File: src/rtl/arcadia_pkg.sv
// Shared types and constants for the Arcadia cartridge loader.
// Holds the loader state enum, image limits and the mirror-mask helper.
package arcadia_pkg;

    typedef enum logic [1:0] {
        IDLE,
        LOAD,
        FLUSH,
        DONE
    } state_t;

    localparam int          CART_MAX_BYTES = 32768;
    localparam logic [14:0] MIN_MASK       = 15'h07FF;

    // Smallest 2^n-1 covering the highest address (size-1), clamped to
    // the 2 KiB .. 32 KiB window the cartridge decoder supports.
    function automatic logic [14:0] mask_for_size(input logic [15:0] size);
        logic [15:0] v;
        v = size - 16'd1;
        v = v | (v >> 1);
        v = v | (v >> 2);
        v = v | (v >> 4);
        v = v | (v >> 8);
        if (size == 16'd0)
            return MIN_MASK;
        if (v[15])
            return 15'h7FFF;
        if (v[14:0] < MIN_MASK)
            return MIN_MASK;
        return v[14:0];
    endfunction

endpackage

File: src/rtl/arcadia_byte_fifo.sv
// Small synchronous FIFO holding {addr, byte} entries between the HPS
// download port and cartridge RAM.
// Ports: clk, reset_n (sync, active low), push/push_data, pop/pop_data
// (head, valid when !empty), count, full, empty.
module arcadia_byte_fifo #(
    parameter int DEPTH = 4,
    parameter int WIDTH = 23
) (
    input  logic                       clk,
    input  logic                       reset_n,
    input  logic                       push,
    input  logic [WIDTH-1:0]           push_data,
    input  logic                       pop,
    output logic [WIDTH-1:0]           pop_data,
    output logic [$clog2(DEPTH+1)-1:0] count,
    output logic                       full,
    output logic                       empty
);

    localparam int CW = $clog2(DEPTH + 1);
    localparam int AW = (DEPTH > 1) ? $clog2(DEPTH) : 1;
    localparam logic [AW-1:0] LAST = AW'(DEPTH - 1);

    logic [WIDTH-1:0] store [DEPTH];
    logic [AW-1:0]    wr_ptr;
    logic [AW-1:0]    rd_ptr;
    logic             do_push;
    logic             do_pop;

    function automatic logic [AW-1:0] nxt(input logic [AW-1:0] p);
        return (p == LAST) ? '0 : p + AW'(1);
    endfunction

    assign full     = (count == CW'(DEPTH));
    assign empty    = (count == '0);
    assign do_push  = push & ~full;
    assign do_pop   = pop & ~empty;
    assign pop_data = store[rd_ptr];

    always_ff @(posedge clk) begin
        if (!reset_n) begin
            wr_ptr <= '0;
            rd_ptr <= '0;
            count  <= '0;
        end else begin
            if (do_push)
                wr_ptr <= nxt(wr_ptr);
            if (do_pop)
                rd_ptr <= nxt(rd_ptr);
            count <= count + CW'(do_push) - CW'(do_pop);
        end
    end

    // Storage needs no reset: the head is only used while non-empty.
    always_ff @(posedge clk) begin
        if (do_push)
            store[wr_ptr] <= push_data;
    end

endmodule

File: src/rtl/arcadia_cart_loader.sv
// Streams an HPS cartridge download into cartridge RAM through a small
// buffer, holding the console CPU while the image is being written.
// Ports: ioctl_* download port in, ioctl_wait backpressure out;
// mem_addr/mem_data/mem_we/mem_ready RAM write port; cpu_hold,
// cart_loaded, cart_size, size_mask, overflow status out.
module arcadia_cart_loader
    import arcadia_pkg::*;
#(
    parameter logic [7:0] CART_INDEX = 8'd1,
    parameter int         FIFO_DEPTH = 4
) (
    input  logic        clk,
    input  logic        reset_n,
    input  logic        ioctl_download,
    input  logic [7:0]  ioctl_index,
    input  logic        ioctl_wr,
    input  logic [24:0] ioctl_addr,
    input  logic [7:0]  ioctl_dout,
    output logic        ioctl_wait,
    output logic [14:0] mem_addr,
    output logic [7:0]  mem_data,
    output logic        mem_we,
    input  logic        mem_ready,
    output logic        cpu_hold,
    output logic        cart_loaded,
    output logic [15:0] cart_size,
    output logic [14:0] size_mask,
    output logic        overflow
);

    localparam int CW = $clog2(FIFO_DEPTH + 1);
    // Two-entry margin: one write can still land in the cycle wait rises.
    localparam logic [CW-1:0] WAIT_LVL = CW'(FIFO_DEPTH - 2);

    state_t        state_q;
    state_t        state_d;
    logic          dl_q;
    logic          dl_rise;
    logic          dl_fall;
    logic          wr_ok;
    logic          in_range;
    logic          push;
    logic          push_ok;
    logic          pop;
    logic          fifo_full;
    logic          fifo_empty;
    logic [CW-1:0] fifo_count;
    logic [CW-1:0] count_d;
    logic [22:0]   head;
    logic [15:0]   addr_plus;
    logic          enter_load;
    logic          enter_done;

    assign dl_rise   = ioctl_download & ~dl_q;
    assign dl_fall   = ~ioctl_download & dl_q;
    assign in_range  = (ioctl_addr[24:15] == '0);
    assign wr_ok     = (state_q == LOAD) & ioctl_wr;
    assign push      = wr_ok & in_range;
    assign push_ok   = push & ~fifo_full;
    assign mem_we    = ~fifo_empty;
    assign pop       = mem_we & mem_ready;
    assign count_d   = fifo_count + CW'(push_ok) - CW'(pop);
    assign addr_plus = {1'b0, ioctl_addr[14:0]} + 16'd1;
    assign cpu_hold  = (state_q == LOAD) | (state_q == FLUSH);
    assign size_mask = mask_for_size(cart_size);

    // Idle RAM port presents zeros rather than stale buffer contents.
    assign {mem_addr, mem_data} = fifo_empty ? 23'd0 : head;

    arcadia_byte_fifo #(
        .DEPTH (FIFO_DEPTH),
        .WIDTH (23)
    ) u_fifo (
        .clk       (clk),
        .reset_n   (reset_n),
        .push      (push),
        .push_data ({ioctl_addr[14:0], ioctl_dout}),
        .pop       (pop),
        .pop_data  (head),
        .count     (fifo_count),
        .full      (fifo_full),
        .empty     (fifo_empty)
    );

    always_comb begin
        state_d    = state_q;
        enter_load = 1'b0;
        enter_done = 1'b0;
        unique case (state_q)
            IDLE, DONE: begin
                if (dl_rise && ioctl_index == CART_INDEX) begin
                    state_d    = LOAD;
                    enter_load = 1'b1;
                end
            end
            LOAD: begin
                if (dl_fall)
                    state_d = FLUSH;
            end
            FLUSH: begin
                if (fifo_empty && !mem_we) begin
                    state_d    = DONE;
                    enter_done = 1'b1;
                end
            end
            default: state_d = IDLE;
        endcase
    end

    always_ff @(posedge clk) begin
        if (!reset_n) begin
            state_q     <= IDLE;
            // Treat download as already high so a transfer that spans
            // reset is not mistaken for a fresh start.
            dl_q        <= 1'b1;
            ioctl_wait  <= 1'b0;
            cart_loaded <= 1'b0;
            cart_size   <= '0;
            overflow    <= 1'b0;
        end else begin
            state_q    <= state_d;
            dl_q       <= ioctl_download;
            ioctl_wait <= (count_d >= WAIT_LVL);
            if (enter_load) begin
                cart_size   <= '0;
                overflow    <= 1'b0;
                cart_loaded <= 1'b0;
            end else begin
                if (push_ok && addr_plus > cart_size)
                    cart_size <= addr_plus;
                if (wr_ok && (!in_range || fifo_full))
                    overflow <= 1'b1;
                if (enter_done)
                    cart_loaded <= 1'b1;
            end
        end
    end

endmodule

File: config.mk
export PLATFORM = sky130hd
export DESIGN_NAME = arcadia_cart_loader
export DESIGN_NICKNAME = d
export VERILOG_FILES = /design/src/rtl/arcadia_pkg.sv /design/src/rtl/arcadia_byte_fifo.sv /design/src/rtl/arcadia_cart_loader.sv
export SDC_FILE = /design/constraint.sdc
export NUM_CORES = 1
export LEC_CHECK = 0
export BUFFER_PORTS_ARGS = -buffer_cell sky130_fd_sc_hd__buf_2
export CAP_MARGIN = 20
export CORE_ASPECT_RATIO = 1.25
export CORE_MARGIN = 1.5
export CORE_UTILIZATION = 56
export CTS_CLUSTER_DIAMETER = 100
export DETAILED_ROUTE_END_ITERATION = 8
export GPL_TIMING_DRIVEN = 0
export PLACE_DENSITY = 0.82
export SYNTH_ARGS = -nofsm -noshare
export SYNTH_HDL_FRONTEND = slang
export SYNTH_SLANG_ARGS = --single-unit
File: constraint.sdc
create_clock -name clk -period 3.85 [get_ports clk]
set_clock_uncertainty 0.15 [all_clocks]
set_input_delay 0.77 -clock clk [delete_from_list [all_inputs] [get_ports clk]]
set_output_delay 0.77 -clock clk [all_outputs]
set_load 0.02 [all_outputs]
==> flow_metrics.env <==
export IMPL_status="completed"
export IMPL_synth_avg_cell_area_um2=13.2
export IMPL_r2r_cells=5
export IMPL_synth_cell_types=50
export IMPL_numCtsBuffers=17
export IMPL_hold_viol=0
export IMPL_leakage_nw=2.74
export IMPL_drc_errors=0
export IMPL_core_um2=10200
export IMPL_htree_num_levels=4
export IMPL_required_ns=4.00
export IMPL_grt_pass1_wl_um=20100
export IMPL_io_pins=105
export IMPL_overflow=0
export IMPL_fmax_mhz=279
export IMPL_crit_start="ioctl_addr[2]"
export IMPL_setup_ws_ns=0.271
export IMPL_syn_cell_area_um2=5860
export IMPL_synth_top_area_share_pct=47.2
export IMPL_clkTransAtPathRegs_ns=0.05
export IMPL_seq_area_frac_synth_pct=57.8
export IMPL_netlist_instances=444
export IMPL_ant_nets=0
export IMPL_r2r_slack_ns=1.34
export IMPL_clk_latency_ns=0.41
export IMPL_cp_data_arrival_time_ns=3.73
export IMPL_ir_worst_vdd_v=0.000300
export IMPL_die_w_um=94.5
export IMPL_yosys_top_cells_count="edfxtp_1, nand2_1, dfxtp_1, ha_1"
export IMPL_cap_violations=0
export IMPL_dp_hpwl_um=8340
export IMPL_period_needed_ns=3.58
export IMPL_setup_viol=0
export IMPL_worst_path_max_fanout=10
export IMPL_grt_start_max_net_pins=17
export IMPL_via_per_inst=5.69
export IMPL_fin_area_um2=7180
export IMPL_num_vias=4049
export IMPL_final_nets=647
export IMPL_pre_cts_slack_ns=-0.0854
export IMPL_yosysWarnings=0
export IMPL_cts_root_buf="clkbuf_16"
export IMPL_place_congestion=0.878
export IMPL_cts_sinks=123
export IMPL_dpl_cell_area_um2=6620
export IMPL_grt_pass1_vias=4078
export IMPL_cp_end_kind="flip-flop"
export IMPL_worstMarginPinSlew_ns=0.653
export IMPL_placed_cells=680
export IMPL_synth_top_cell_by_area="edfxtp_1"
export IMPL_synth_async_reset_ratio_pct=0
export IMPL_fp_dieArea_um2=11100
export IMPL_max_slew_margin_rel_pct=56.4
export IMPL_finalPower_w=0.00374
export IMPL_start_util_pct=57.6
export IMPL_syn_to_final_growth_pct=22.6
export IMPL_hp_class="flip-flop to flip-flop"
export IMPL_synth_main_ff_cell="edfxtp_1"
export IMPL_core_rowCount=41
export IMPL_finalCritPeriodShare_pct=93.0
export IMPL_antenna_found_initial=1
export IMPL_final_max_slew_viol_count=0
export IMPL_clockBufferDepth=2
export IMPL_cp_start_kind="input pin"
export IMPL_cts_setup_buffers=0
export IMPL_rsz0062_at_grt="false"
export IMPL_port_buffers=93
export IMPL_final_layout_size_suffix_gt1_share_pct=28.9
export IMPL_synth_edf_count=92
export IMPL_endpoint="cart_size[1]"
export IMPL_dr_first_iter_drc_count=373
export IMPL_die_y_um=117
export IMPL_dr_pass1_iters=5
export IMPL_grt_total_usage_pct=24.3
export IMPL_synth_seq_cells=123
export IMPL_wirelength_um=12800
export IMPL_r2r_start="u_fifo.count[2]"
export IMPL_cts_tree="done"
export IMPL_fin_hold_ws_ns=0.347
export IMPL_instances_no_fill=712
export IMPL_r2r_end="u_fifo.store[3][18]"
export IMPL_synth_most_common_cell="edfxtp_1"
export IMPL_routedWlPerCell_um=17.9
export IMPL_synthTopCellsByArea="edfxtp_1, dfxtp_1, mux4_2"
export IMPL_p_per_area_nw_per_um2=521
export IMPL_worstSetupPathType="input pin to flip-flop"
-- per-layer routing --
layer / GRT usage (%) / up-vias / wire length (um)
met5: 0 / - / 0
met4: 11.4 / 0 / 244
li1: - / 1884 / -
met3: 5.84 / 25 / 826
met1: 29.5 / 1967 / 5070
met2: 40.4 / 173 / 6610
-- final cells by class --
type / count / area [um^2]
Inverter: 29 / 109
Multi-Input combinational cell: 279 / 2250
Buffer: 23 / 154
Sequential cell: 123 / 3380
Antenna cell: 1 / 2.50
Clock inverter: 13 / 129
Clock buffer: 18 / 429
Tap cell: 129 / 161
Timing Repair Buffer: 97 / 563
Fill cell: 681 / 2980
-- stage by stage --
| step | TNS (ns) | util (%) |
|---|---|---|
| floorplan | 0 | - |
| global placement | -0.0280 | 64.2 |
| detailed placement | -0.796 | 65.2 |
| CTS | 0 | 70.6 |
| global route | 0 | 70.7 |
| finish | 0 | 70.7 |
-- cells in the final DEF, fill, tap and decap left out, drive strengths merged, types with 2 or more instances in the layout --
cell,n
inv,28
nor4,11
bufinv,2
nand3,11
or2,2
dfxtp,31
clkinvlp,2
a21oi,18
o31a,3
clkinv,10
ha,31
xnor2,10
edfxtp,92
nand2b,3
nor3,8
xor2,6
clkbuf,25
buf,113
mux2i,15
o21ai,8
a211oi,2
nand4,10
mux4,23
o211ai,3
nand2,40
and2,28
nor2,16
nor2b,3
conb,11
-- flip-flops by register name, summed over array words and instances, names as in the netlist, named ones only --
name	cells
cart_size	16
dl_q	1
u_fifo.wr_ptr	2
cart_loaded	1
u_fifo.store	92
u_fifo.rd_ptr	2
ioctl_wait	1
u_fifo.count	3
state_q	2
overflow	1
-- repair_timing --
| item | CTS | global route |
|---|---|---|
| gates resized for setup | 0 | 1 |
| setup endpoints to repair | 0 | 1 |
| endpoints found under the hold margin | 0 | 0 |
| hold buffers | 0 | 0 |
-- critical path, cell delays in order --
cell     delay, ns
buf_2         0.20
and3_1        0.24
nand3_1       0.22
o31a_1        0.38
or2_2         0.31
ha_1          0.30
nand4_1       0.18
nor2_1        0.06
a221o_1       0.33
o31a_1        0.31
buf_6         0.15
buf_12        0.15
mux2i_1       0.11
-- where the power goes --
part,switching (W),internal [W]
combinational,0.000434,0.000331
sequential,0.0000242,0.00146
clock,0.000555,0.000939
total,0.00101,0.00273
-- worst min-delay path by stage --
stage | depth (start not counted) | startpoint | endpoint | slack [ns]
6_report | 2 | cart_size[7] | cart_size[7] | 0.35
5_1_grt | 2 | state_q[1] | state_q[1] | 0.37
4_1_cts | 2 | cart_size[7] | cart_size[7] | 0.35
3_5_place_dp | 2 | cart_size[7] | cart_size[7] | 0.33
3_3_place_gp | 2 | u_fifo.rd_ptr[1] | u_fifo.rd_ptr[1] | 0.32
2_1_floorplan | 2 | u_fifo.rd_ptr[1] | flip-flop | 0.30
-- logic make-up after synthesis --
kind of cell    Yosys count  share of synthesized area (%)
mux                      38                           11.4
fa+ha+maj                31                           6.62
other cells               1                         0.0640
flops                   123                           57.8
simple gates            140                           12.6
xor+xnor                 16                           2.39
buf+inv                  52                           4.49
compound gates           43                           4.66
(Power assumes the default switching activity.)
